## config.mk

```make
export PLATFORM = sky130hd
export DESIGN_NAME = video_timing_gen
export DESIGN_NICKNAME = d
export VERILOG_FILES = /design/src/rtl/video_timing_gen.sv
export SDC_FILE = /design/constraint.sdc
export NUM_CORES = 1
export LEC_CHECK = 0
export ABC_AREA = 1
export CORE_MARGIN = 2
export CORE_UTILIZATION = 46
export DETAILED_ROUTE_END_ITERATION = 16
export PLACE_DENSITY_LB_ADDON = 0.1
export SLEW_MARGIN = 20
export SYNTH_ARGS = -nofsm -noshare
export SYNTH_HDL_FRONTEND = slang
export SYNTH_SLANG_ARGS = --single-unit
```

## constraint.sdc

```tcl
create_clock -name clk -period 1.4 [get_ports clk]
set_input_delay 0.28 -clock clk [delete_from_list [all_inputs] [get_ports clk]]
set_output_delay 0.28 -clock clk [all_outputs]
set_load 0.03 [all_outputs]
```

## src/rtl/video_timing_gen.sv

```systemverilog
// Video timing generator: free-running x/y raster counters with decoded
// sync, blanking, data-enable and frame/line marker outputs.
// Only x, y and frame_count are registered; every other output is a
// same-cycle decode of the current position, so there is no output latency.
module video_timing_gen #(
  parameter int H_ACTIVE = 640,
  parameter int H_FP     = 16,
  parameter int H_SYNC   = 96,
  parameter int H_BP     = 48,
  parameter int V_ACTIVE = 480,
  parameter int V_FP     = 10,
  parameter int V_SYNC   = 2,
  parameter int V_BP     = 33,
  parameter int HS_POL   = 0,
  parameter int VS_POL   = 0,
  parameter int CW       = 12,
  parameter int FCW      = 16
) (
  input  logic           clk,
  input  logic           reset,
  input  logic           enable,
  input  logic           resync,
  output logic [CW-1:0]  x,
  output logic [CW-1:0]  y,
  output logic           vde,
  output logic           hsync,
  output logic           vsync,
  output logic           hblank,
  output logic           vblank,
  output logic           start_of_frame,
  output logic           end_of_line,
  output logic           end_of_frame,
  output logic [FCW-1:0] frame_count
);

  localparam int H_TOT = H_ACTIVE + H_FP + H_SYNC + H_BP;
  localparam int V_TOT = V_ACTIVE + V_FP + V_SYNC + V_BP;

  // Counters must be able to reach the last position, and every region
  // must exist, otherwise the decodes below are meaningless.
  if (H_TOT > 2**CW || V_TOT > 2**CW ||
      H_ACTIVE == 0 || H_FP == 0 || H_SYNC == 0 || H_BP == 0 ||
      V_ACTIVE == 0 || V_FP == 0 || V_SYNC == 0 || V_BP == 0) begin : g_bad_params
    $error("video_timing_gen: invalid timing parameters");
  end

  // Region boundaries expressed at counter width so compares are width-exact.
  localparam logic [CW-1:0] HB_START = CW'(H_ACTIVE);
  localparam logic [CW-1:0] HS_START = CW'(H_ACTIVE + H_FP);
  localparam logic [CW-1:0] HS_END   = CW'(H_ACTIVE + H_FP + H_SYNC);
  localparam logic [CW-1:0] H_LAST   = CW'(H_TOT - 1);
  localparam logic [CW-1:0] VB_START = CW'(V_ACTIVE);
  localparam logic [CW-1:0] VS_START = CW'(V_ACTIVE + V_FP);
  localparam logic [CW-1:0] VS_END   = CW'(V_ACTIVE + V_FP + V_SYNC);
  localparam logic [CW-1:0] V_LAST   = CW'(V_TOT - 1);

  localparam logic HS_ON = (HS_POL != 0);
  localparam logic VS_ON = (VS_POL != 0);

  logic at_line_end;
  logic at_frame_end;
  logic in_hsync;
  logic in_vsync;

  assign at_line_end  = (x == H_LAST);
  assign at_frame_end = at_line_end && (y == V_LAST);
  assign in_hsync     = (x >= HS_START) && (x < HS_END);
  assign in_vsync     = (y >= VS_START) && (y < VS_END);

  // Sync and blanking follow the position even while held.
  assign hblank = (x >= HB_START);
  assign vblank = (y >= VB_START);
  assign hsync  = in_hsync ? HS_ON : !HS_ON;
  assign vsync  = in_vsync ? VS_ON : !VS_ON;

  // Pulses and data enable are gated so a held position never repeats them.
  assign vde            = !hblank && !vblank && enable;
  assign start_of_frame = enable && (x == '0) && (y == '0);
  assign end_of_line    = enable && at_line_end;
  assign end_of_frame   = enable && at_frame_end;

  // Raster position: reset beats resync, resync beats counting.
  always_ff @(posedge clk) begin
    if (reset) begin
      x <= '0;
      y <= '0;
    end else if (resync) begin
      x <= '0;
      y <= '0;
    end else if (enable) begin
      if (at_line_end) begin
        x <= '0;
        if (y == V_LAST) begin
          y <= '0;
        end else begin
          y <= y + CW'(1);
        end
      end else begin
        x <= x + CW'(1);
      end
    end
  end

  // Completed-frame counter; a resync cancels the frame it interrupts.
  always_ff @(posedge clk) begin
    if (reset) begin
      frame_count <= '0;
    end else if (!resync && end_of_frame) begin
      frame_count <= frame_count + FCW'(1);
    end
  end

endmodule

```

==> flow_metrics.env <==
export IMPL_hold_path_class="register to register"
export IMPL_fin_worst_setup_slack_ps=-560
export IMPL_synth_adder_area_share_pct=3.18
export IMPL_post_layout_nonfiller_instances=620
export IMPL_unrepaired_setup_endpoints_after_global_routing="true"
export IMPL_p_r_area_growth_vs_syn_pct=95.5
export IMPL_clkSinkCount=40
export IMPL_p_per_area_nw_per_um2=508
export IMPL_synth_cells_most_frequent="76 x nand2_1, 69 x nor2_1, 60 x inv_1"
export IMPL_final_period_utilization_pct=140
export IMPL_ff2ff_setup_slack_ps=-390
export IMPL_critPathMaxFanout=3
export IMPL_timing_clock_skew_ps=4.87
export IMPL_synth_top_family_by_area="simple AND/OR/NAND/NOR gates"
export IMPL_yosysMostFrequentCell="nand2_1"
export IMPL_ys_async_rst_share_pct=0
export IMPL_maxSlewHeadroom_pct=73.1
export IMPL_worstPathArrival_ps=1680
export IMPL_hold_viol_final=0
export IMPL_clock_root_buffer="clkbuf_8"
export IMPL_cp_required_ps=1120
export IMPL_fp_dieW_um=75.6
export IMPL_grt_pass1_wl_mm=14.3
export IMPL_cts_max_level=2
export IMPL_place_detailed_hpwl_mm=5.68
export IMPL_synth_top_cells_by_area="dfxtp_1 34%, nand2_1 12%, nor2_1 11%"
export IMPL_synth_enable_flop_cells=0
export IMPL_setup_viol_count_final=47
export IMPL_syn_instance_count=376
export IMPL_critPathKind="register to output port"
export IMPL_clock_path_buffers=2
export IMPL_power_leakage_nw=2.07
export IMPL_drv_max_cap_violation_count=0
export IMPL_detailroute_via_count=3813
export IMPL_post_route_min_period_ps=1960
export IMPL_synthDominantAreaCellType="dfxtp_1"
export IMPL_wire_per_inst_um=21.7
export IMPL_yosys_cell_types=28
export IMPL_achievable_clock_frequency_mhz=510
export IMPL_rows=26
export IMPL_globalplace_congestion=0.944
export IMPL_failed_checks="negative setup slack"
export IMPL_drive_above_1_share_pct=56.9
export IMPL_height_of_the_die_um=75.6
export IMPL_fin_util_pct=91.5
export IMPL_tritoncts_num_buffers=5
export IMPL_pre_cts_setup_slack_ps=-529
export IMPL_synth_mux_area_fraction_pct=0
export IMPL_detailed_route_vias_per_instance=6.15
export IMPL_path_clk_slew_ps=90
export IMPL_max_vdd_ir_drop_v=0.000582
export IMPL_die_area_sq_um=5720
export IMPL_worst_setup_path_start_kind="register"
export IMPL_pin_count_of_the_biggest_net_entering_global_routing=17
export IMPL_ioPinCount=52
export IMPL_yosys_warnings=0
export IMPL_netlist_area_sq_um=2360
export IMPL_post_route_drc_count=0
export IMPL_diodes=0
export IMPL_synth_simple_gate_area_share_pct=42.1
export IMPL_status="complete, but fails checks"
export IMPL_synth_seq_cells=40
export IMPL_clk_insertion_delay_late_ps=310
export IMPL_seq_area_frac_synth_pct=34.0
export IMPL_sum_of_routed_wire_length_over_all_layers_mm=13.5
export IMPL_timing_final_max_slew_violations=0
export IMPL_fin_tns_setup_ps=-13510
export IMPL_synth_xor_xnor_area_share_pct=1.11
export IMPL_grt_overall_usage_pct=33.4
export IMPL_post_place_cells=587
export IMPL_synth_avg_cell_area_sq_um=6.27
export IMPL_port_buffers=51
export IMPL_timing_worst_slew_pin_value_ps=401
export IMPL_initial_utilization_pct=46.8
export IMPL_area_fraction_in_compound_gates_after_synthesis_pct=8.33
export IMPL_coreArea_sq_um=5040
export IMPL_grt_pass1_vias=3068
export IMPL_yosys_most_used_dff="dfxtp_1"
export IMPL_drt_pass1_iterations=5
export IMPL_hold_slack_ps=572
export IMPL_synthDominantCellAreaShare_pct=34.0
export IMPL_drtAntennaViolNets=0
export IMPL_first_iter_violations=407
export IMPL_mappedNetlistNets=386
export IMPL_final_nets=559
export IMPL_cts_tree="yes"
export IMPL_endpoint_kind="output port"
export IMPL_grt_overflow=0
export IMPL_grt_antenna_before_repair=0
## sequential cells by signal, indices dropped and copies added, names as in the netlist
signal       cells
frame_count     16
x               12
y               12
## where the power goes
part	total (mW)	switching [mW]	internal, mW
sequential	1.13	0.00370	1.12
clock	1.02	0.505	0.513
combinational	0.197	0.116	0.0814
total	2.34	0.625	1.72
## cell type report
type                       count  area, sq um
inverter                      62          254
tap                           70         87.6
sequential                    40          856
multi-input combinational    269         1820
clock inverter                 1         8.76
clock buffer                   7          108
fill                         185          430
timing repair buffer         171         1470
## per-layer routing
metal  global-route usage, %  part of all wire (%)
met5                       0                     0
met4                    17.0                   7.8
met3                    8.07                    12
met2                    57.0                    47
met1                    38.8                    33
## worst max-delay path, stage by stage (launching register included)
cell     delay [ps]
dfxtp_2         350
buf_4           140
inv_2            60
nand2_2          70
nor2_4          160
buf_6           130
nand3_2         160
nor2_4          150
buf_6           130
## through the flow
stage / cell area (sq um) / power (mW)
2_1_floorplan: 2540 / 1.22
3_3_place_gp: 3780 / 1.30
3_5_place_dp: 3780 / 1.30
4_1_cts: 4220 / 2.24
5_1_grt: 4610 / 2.36
6_report: 4610 / 2.34
## cells by family (layout without fill, tap and decap cells)
kind of cell,Yosys count,after routing
compound gates,37,37
simple gates,223,223
fa+ha+maj,6,6
buf+inv,67,241
flops,40,40
xor+xnor,3,3
## path summary, 6_finish.rpt
check	from	endpoint	depth (start not counted)
worst max-delay path	y[7]	start_of_frame	8
worst min register to register	y[1]	y[1]	2
worst max register to register	x[6]	y[9]	12
worst min-delay path	y[1]	y[1]	2
## repair_timing
action,in CTS,in global routing
endpoints found under the setup margin,73,57
buffers inserted,15,14
hold buffers,0,0
pin swaps,23,35
gates resized for setup,131,118
## cell usage in the layout, fill, tap and decap left out, types with 14 or more instances in the layout
cell type	n
buf_4	102
nand3_1	16
nand2_1	56
dfxtp_2	17
inv_1	44
nor2_4	14
dfxtp_1	14
nor2_1	46
buf_6	35
nand2_2	19
No activity file was read; power rests on OpenSTA's default activity.
